**src/rtl/bc_fifo.sv**
```systemverilog
// Broadcast stage with per-consumer elastic buffering.
// One producer stream is copied into SIZE independent DEPTH-entry FIFOs, so a
// slow consumer only stalls the producer once its own FIFO is full.
// Optional feature: define BC_FIFO_BYPASS_EN for a zero-latency bypass. With it,
// an empty channel presents the incoming word combinationally and skips storage
// when its consumer takes the word in that same cycle.

module bc_fifo #(
  parameter int SIZE  = 2,
  parameter int WIDTH = 16,
  parameter int DEPTH = 4
) (
  input  logic                  clk,
  input  logic                  rst,
  output logic                  din_ready,
  input  logic                  din_valid,
  input  logic [WIDTH-1:0]      din_data,
  input  logic [SIZE-1:0]       dout_ready,
  output logic [SIZE-1:0]       dout_valid,
  output logic [SIZE*WIDTH-1:0] dout_data
);

  localparam int AW = $clog2(DEPTH);

  // The MSB of each pointer is the wrap bit.
  typedef logic [AW:0] ptr_t;

  ptr_t             wptr_q [SIZE];
  ptr_t             wptr_d [SIZE];
  ptr_t             rptr_q [SIZE];
  ptr_t             rptr_d [SIZE];
  logic [WIDTH-1:0] mem_q  [SIZE][DEPTH];

  logic [SIZE-1:0] empty;
  logic [SIZE-1:0] full;
  logic [SIZE-1:0] wr_en;
  logic [SIZE-1:0] rd_en;
  logic            push;

  // Per-channel occupancy flags, derived only from the registered pointers.
  always_comb begin
    empty = '0;
    full  = '0;
    for (int i = 0; i < SIZE; i++) begin
      empty[i] = (wptr_q[i] == rptr_q[i]);
      full[i]  = (wptr_q[i][AW-1:0] == rptr_q[i][AW-1:0]) && (wptr_q[i][AW] != rptr_q[i][AW]);
    end
  end

  // All-or-nothing push. There is no dependence on dout_ready, so a pop on a
  // full channel frees room only in the following cycle.
  assign din_ready = !rst && !(|full);
  assign push      = din_valid && din_ready;

  // Output muxing plus per-channel write and read enables.
  always_comb begin
    dout_valid = '0;
    dout_data  = '0;
    wr_en      = '0;
    rd_en      = '0;
    for (int i = 0; i < SIZE; i++) begin
`ifdef BC_FIFO_BYPASS_EN
      if (empty[i]) begin
        // The incoming word goes straight through. It is stored only when
        // consumer i does not take it in this cycle.
        dout_valid[i]                 = push;
        dout_data[i*WIDTH +: WIDTH]   = din_data;
        wr_en[i]                      = push && !dout_ready[i];
        rd_en[i]                      = 1'b0;
      end else begin
        dout_valid[i]                 = 1'b1;
        dout_data[i*WIDTH +: WIDTH]   = mem_q[i][rptr_q[i][AW-1:0]];
        wr_en[i]                      = push;
        rd_en[i]                      = dout_ready[i];
      end
`else
      dout_valid[i]                   = !empty[i];
      dout_data[i*WIDTH +: WIDTH]     = mem_q[i][rptr_q[i][AW-1:0]];
      wr_en[i]                        = push;
      rd_en[i]                        = !empty[i] && dout_ready[i];
`endif
    end
  end

  // Next-state pointers; the wrap bit carries naturally.
  always_comb begin
    for (int i = 0; i < SIZE; i++) begin
      wptr_d[i] = wr_en[i] ? wptr_q[i] + ptr_t'(1) : wptr_q[i];
      rptr_d[i] = rd_en[i] ? rptr_q[i] + ptr_t'(1) : rptr_q[i];
    end
  end

  // Pointer registers; reset drops every buffered word in all channels.
  always_ff @(posedge clk or posedge rst) begin
    if (rst) begin
      for (int i = 0; i < SIZE; i++) begin
        wptr_q[i] <= '0;
        rptr_q[i] <= '0;
      end
    end else begin
      for (int i = 0; i < SIZE; i++) begin
        wptr_q[i] <= wptr_d[i];
        rptr_q[i] <= rptr_d[i];
      end
    end
  end

  // Storage array; it is deliberately not reset.
  always_ff @(posedge clk) begin
    for (int i = 0; i < SIZE; i++) begin
      if (wr_en[i]) begin
        mem_q[i][wptr_q[i][AW-1:0]] <= din_data;
      end
    end
  end

endmodule

```
**config.mk**
```make
export PLATFORM = sky130hd
export DESIGN_NAME = bc_fifo
export DESIGN_NICKNAME = d
export VERILOG_FILES = /design/src/rtl/bc_fifo.sv
export SDC_FILE = /design/constraint.sdc
export NUM_CORES = 1
export LEC_CHECK = 0
export ABC_AREA = 0
export ABC_CLOCK_PERIOD_IN_PS = 2400
export CORE_MARGIN = 2
export CORE_UTILIZATION = 45
export DETAILED_ROUTE_END_ITERATION = 8
export GPL_TIMING_DRIVEN = 0
export PLACE_DENSITY = 0.66
export SYNTH_ARGS = -nofsm -noshare
export SYNTH_HDL_FRONTEND = slang
export SYNTH_SLANG_ARGS = --single-unit
```
**constraint.sdc**
```tcl
create_clock -name clk -period 2.4 [get_ports clk]
set_input_delay 0.48 -clock clk [delete_from_list [all_inputs] [get_ports clk]]
set_output_delay 0.48 -clock clk [all_outputs]
set_load 0.05 [all_outputs]
```
==> metrics.csv <==
stage,metric,value,unit
run_status,outcome,"finished, final reports clean",
timing,slew_headroom,57.75,%
setup_path,r2r-start,rptr_q[3],
layout,syn_to_final_growth,26.35,%
global_route,use_met3,5.082,%
setup_path,startpoint,rptr_q[3],
setup_path,crit_path_end,dout_data[9],
synth,async_flop_share,8.571,%
setup_path,criticalPathCategory,reg -> out,
floorplanning,start_util,45.85,%
pwr,powerDensity,1446,mW/mm^2
setup_path,path_cells,buf_12 -> buf_12 -> mux4_2 -> buf_4,
place,port_buffers,55,
synth,synth_ff_type,edfxtp_1,
clock_tree,cts_buffers,17,
setup_path,critical_path.top_delay_family,buffers and inverters,
pwr,p_clk_share,24.8,%
timing,max_clock_freq,426.3,MHz
synth,synth_common_cells,"128 x edfxtp_1, 29 x mux4_2, 12 x dfrtp_1",
clock_tree,cts_hold_buf,0,
setup_path,worstPathRequired,1.92,ns
detailed_routing,vias_per_cell,5.229,
floorplanning,core_area,0.01191,sq mm
detailed_routing,drc,0,
timing,fin_crit,2.346,ns
clock_tree,clock_sinks,140,
job,drv_cap,0,
global_route,antenna_found_initial,0,
synth,synth_edf_count,128,
global_route,grt_pass1_wl,15010,um
pwr,power_switching,3.695,mW
synth,ys_seq_area_share,75.88,%
global_route,use_met2,25.83,%
setup_path,reg2reg_slack,0.11,ns
floorplanning,ios,56,
detailed_routing,drtIter0Drc,163,
clock_tree,tritoncts,done,
layout,design_area,0.006900,sq mm
global_route,grt-busiest-layer,met2,
synth,synthMostInstantiatedCell,edfxtp_1,
detailed_routing,routed_wl,9984,um
clock_tree,cts_root_buf,clkbuf_16,
setup_path,r2r_cells,5,
place,place_area,0.006238,sq mm
synth,synth_top_area_share,70.38,%
setup_path,cp_data_arrival_time,1.87,ns
synth,yosys-top-cells-area,"edfxtp_1 70%, mux4_2 12%, dfrtp_1 5.5%",
pwr,switching_share,37.04,%
layout,drive_gt1_share,38.60,%
synth,syn_inst,234,
detailed_routing,wl_per_cell,20.97,um
synth,syn_nets,265,
layout,diodes,0,
global_route,grt_pass1_vias,2618,
setup_path,critical_path_buf_inv_count,3,
clock_tree,cts_max_path_buffers,2,
synth,syn-cell-area,0.005461,sq mm
pwr,p_leak,2.394,nW
pwr,power_frac_comb,42.3,%
place,dp_hpwl,5954,um
synth,ys_ff_latch,140,
worst_hold_path,hold_path_class,in -> async,
floorplanning,fp.dieArea,0.01303,sq mm
timing,final_max_slew_viol_count,0,
detailed_routing,drtPass1Iterations,4,
pwr,total_power,9.977,mW
timing,rsz0062_at_grt,true,
timing,fin_crit_sh,97.74,%
setup_path,max_stage_delay,0.52,ns
synth,synth_cell_types,26,
clock_tree,clk_latency,0.42,ns
setup_path,crit_cells,4,
setup_path,cpMostUsedCell,buf_12,
timing,setup-violations-final,0,
synth,synth_area_per_cell,23.34,sq um
global_route,grt_max_degree,17,
setup_path,worstPathMaxFanout,10,
layout,nNetsFinal,347,
floorplanning,die_h,114.2,um
setup_path,crit_slowest_cell,mux4_2,
place,gp_congestion,0.7098,
place,numPlacedInstances,438,
synth,yosysTopAreaCell,edfxtp_1,
timing,tightest_slew,0.6317,ns
clock_tree,htreeDepth,4,
global_route,grt.total_usage,16.44,%
setup_path,end_kind,primary output,
pwr,seqPwrFrac,32.9,%
floorplanning,num_rows,40,
layout,final_cell_count_no_fill,476,
synth,yosysWarningCount,0,
setup_path,critPathLaunchType,flip-flop,
timing,skew,0.01347,ns
timing,finalHoldViolCount,0,
detailed_routing,vias,2489,
pwr,p_int,6.282,mW
clock_tree,clk_pin_slew,0.06,ns
global_route,overflow,0,
pwr,peakVddDrop,736.6,uV
detailed_routing,antenna_left,0,
floorplanning,die_x,114.2,um
timing,hold_slack,0.4460,ns
global_route,use_met1,21.63,%
setup_path,r2r_end,mem_q[0][102],
==> through the flow <==
step                TNS [ns]  utilization (%)  setup slack, ns
floorplan                  0                -          0.03040
global placement      -69.21            52.02          -0.6110
detailed placement    -53.98            52.37          -0.5200
CTS                  -0.1475            57.30          -0.1475
global route         -0.1783            57.93         -0.01167
finish                     0            57.93          0.05428
==> metal layers <==
metal	wire length, um	vias to the layer above
li1	-	1116
met1	4353	1288
met2	5058	71
met3	425	14
met4	146	0
met5	0	-
==> power groups by stage <==
stage	combinational (mW)	sequential [mW]	clock, mW
3_3_place_gp	4.08	3.30	0
6_report	4.23	3.28	2.47
4_1_cts	4.12	3.28	2.51
5_1_grt	4.47	3.32	2.60
2_1_floorplan	2.96	3.27	0
3_5_place_dp	4.15	3.32	0
==> sequential cells by signal, indices dropped and copies added, names as in the netlist <==
signal	count
rptr_q	6
mem_q	128
wptr_q	6
==> cells by family (layout without fill, tap and decap cells) <==
| logic type | Yosys count | after routing | synth area share (%) |
|---|---|---|---|
| DFF | 140 | 140 | 75.88 |
| muxes | 36 | 36 | 14.36 |
| and+or+nand+nor | 21 | 21 | 2.978 |
| xor gates and xnor gates | 14 | 14 | 3.139 |
| buffers and inverters | 13 | 108 | 1.352 |
| adders and majority gates | 10 | 10 | 2.291 |
==> final cells by class <==
cell class	instances	area (sq um)
repair buffers	63	606.8
clock buffers	25	505.5
fillers	872	5011
well taps	147	183.9
plain buffers	8	110.1
flip-flops and latches	140	4145
clock inverters	7	63.81
multi-input cells	81	1266
inverters	5	18.77
==> what timing repair did <==
action | 4_1_cts | 5_1_grt
gates resized for setup | 178 | 29
pin swaps | 2 | 0
gates cloned | 0 | 1
buffers inserted | 3 | 2
setup endpoints to repair | 131 | 45
==> worst min path at each step <==
stage,start,end
finish,rst,wptr_q[5]
global route,rst,wptr_q[5]
CTS,rst,wptr_q[0]
detailed placement,wptr_q[2],wptr_q[2]
global placement,wptr_q[2],wptr_q[2]
floorplan,rst,rptr_q[0]
==> cells in the final DEF (no fill, tap or decap), types with 2 or more instances in the layout <==
cell	netlist	final
nand3_1	2	2
clkinvlp_4	0	2
nor3_4	2	4
mux4_1	3	3
mux2_4	2	2
buf_12	0	4
edfxtp_1	128	128
xnor2_1	7	7
xor2_2	3	3
clkbuf_8	0	5
and2_2	0	4
clkbuf_1	2	3
xor2_1	2	2
clkbuf_16	0	18
clkinv_2	0	3
or3b_1	2	2
buf_8	0	2
buf_2	2	11
inv_1	5	5
dfrtp_1	12	11
mux2_1	2	2
mux4_2	29	29
buf_6	2	10
buf_4	2	10
clkdlybuf4s15_2	0	11
clkbuf_4	0	2
clkdlybuf4s50_1	0	20
and2_4	0	2
nand2_1	4	4
ha_1	10	10
No activity file was read; power rests on OpenSTA's default activity.
==> variant, RTL diff (same settings) <==
The parameter `WIDTH` goes from 16 to 32.
--- a/src/rtl/bc_fifo.sv
+++ b/src/rtl/bc_fifo.sv
@@ -7,7 +7,7 @@
 
 module bc_fifo #(
   parameter int SIZE  = 2,
-  parameter int WIDTH = 16,
+  parameter int WIDTH = 32,
   parameter int DEPTH = 4
 ) (
   input  logic                  clk,
Interface: changed (resized din_data and dout_data); port bits go from 56 to 104. No check against the original RTL was run, so the function may have changed too.
==> variant against the original RTL <==
The flow now finishes with violations (negative setup slack); global-route usage grew 0.58 points; worst hold slack lost 0.084 ns; final area grew 87%; combinational power up 100%; first-iteration DRC count is 82% higher; wire length increased by 110%; worst setup slack worse by 0.12 ns; critical path type unchanged; synthesized area grew 83%; synthesized cell count increased by 72%; total power up 84%; sequential cell count grew 128.
==> variant: results (changes against the original RTL) <==
Cells and area
  – Register area: 7990 sq um (+93%)
  – Buffer count excluding the clock tree in the final layout: 147 (+110%)
  – Clock buffer count in the final layout: 35 (+40%)
  – Number of standard cells in the final layout excluding fillers: 862 (+81%)
  – Relative area of clock buffers and inverters in the final design: 0.0578 (-0.0247)
  – Multi-input gate share of the layout cell area: 0.157 (-0.0261)

Clock network
  – Post-CTS sizing: 505 (+180%)
  – Total clock sinks: 268 (+91%)
  – CTS buffer count: 27 (+10)
  – H-tree levels: 1 (-3)
  – Postcts setup bufs: 7 (+4)

Global route
  – First-pass GRT wire length: 29700 microns (+98%)
  – Pin count of the biggest net entering global routing: 33 (+16)
  – Met2 Track Usage GR: 0.293 (+0.0344)
  – Global Route met3 Usage: 0.0349 (-0.0159)

Synthesis
  – Number of distinct library cell variants in the gate-level netlist after synthesis: 25 (-3.8%)
  – Synthesized Nets: 449 (+69%)

Placed design
  – Placed cell count: 789 (+80%)
  – Setup slack after placement: -0.622 ns (-0.102 ns)
  – HPWL after detailed placement: 11400 microns (+92%)

Status
  – Result of the run: finished, violations left
  – Violations in the final reports: negative setup slack

Worst setup path
  – Worst setup path endpoint: dout_data[24]
  – Crit path arrival time: 1.99 ns (+0.12 ns)

Timing
  – Finish-stage setup viols: 59 (+59)
  – Post-route setup slack: -0.0685 ns (-0.123 ns)

Power
  – Peak VDD IR: 919 uV (+25%)

Route
  – Routed wire length: 20600 microns (+110%)
  – Total number of vias: 4698 (+89%)
==> variant: cell types whose count changed after synthesis, moves of 3 or more <==
cell / delta
sky130_fd_sc_hd__xor2_2: -3
sky130_fd_sc_hd__edfxtp_1: +128
sky130_fd_sc_hd__mux4_2: +34
sky130_fd_sc_hd__buf_2: +5
sky130_fd_sc_hd__clkbuf_1: +4
sky130_fd_sc_hd__xor2_1: +4
==> variant: worst min-delay path by stage <==
| stage | end | slack (ns) | depth (start not counted) |
|---|---|---|---|
| 2_1_floorplan | rptr_q[0] | 0.34 | 1 |
| 3_3_place_gp | wptr_q[2] | 0.48 | 1 |
| 3_5_place_dp | wptr_q[5] | 0.49 | 1 |
| 4_1_cts | wptr_q[5] | 0.35 | 2 |
| 5_1_grt | wptr_q[3] | 0.43 | 2 |
| 6_report | wptr_q[3] | 0.36 | 2 |
==> variant: per-layer routing <==
| metal | routed length [microns] | vias up |
|---|---|---|
| li1 | - | 2023 |
| met1 | 8290 | 2493 |
| met2 | 10600 | 148 |
| met3 | 1290 | 34 |
| met4 | 402 | 0 |
| met5 | 0 | - |
==> variant: where the power goes <==
group	internal, W	switching [W]
registers	0.00587	0.000244
clock network	0.00204	0.00159
logic	0.00362	0.00500
total	0.0115	0.00683
==> variant: cell families after synthesis <==
kind of cell,share of synthesized area
flip-flops,0.800
multiplexers,0.150
buffers and inverters,0.0107
AND/OR/NAND/NOR,0.0143
XOR/XNOR,0.0123
adder cells (fa/ha/maj),0.0125
==> variant: metrics by stage <==
| step | utilization | TNS (ns) |
|---|---|---|
| floorplan | - | -12.84 |
| global placement | 0.522 | -241.99 |
| detailed placement | 0.527 | -144.02 |
| CTS | 0.575 | -12.26 |
| global route | 0.590 | -4.92 |
| finish | 0.590 | -2.10 |
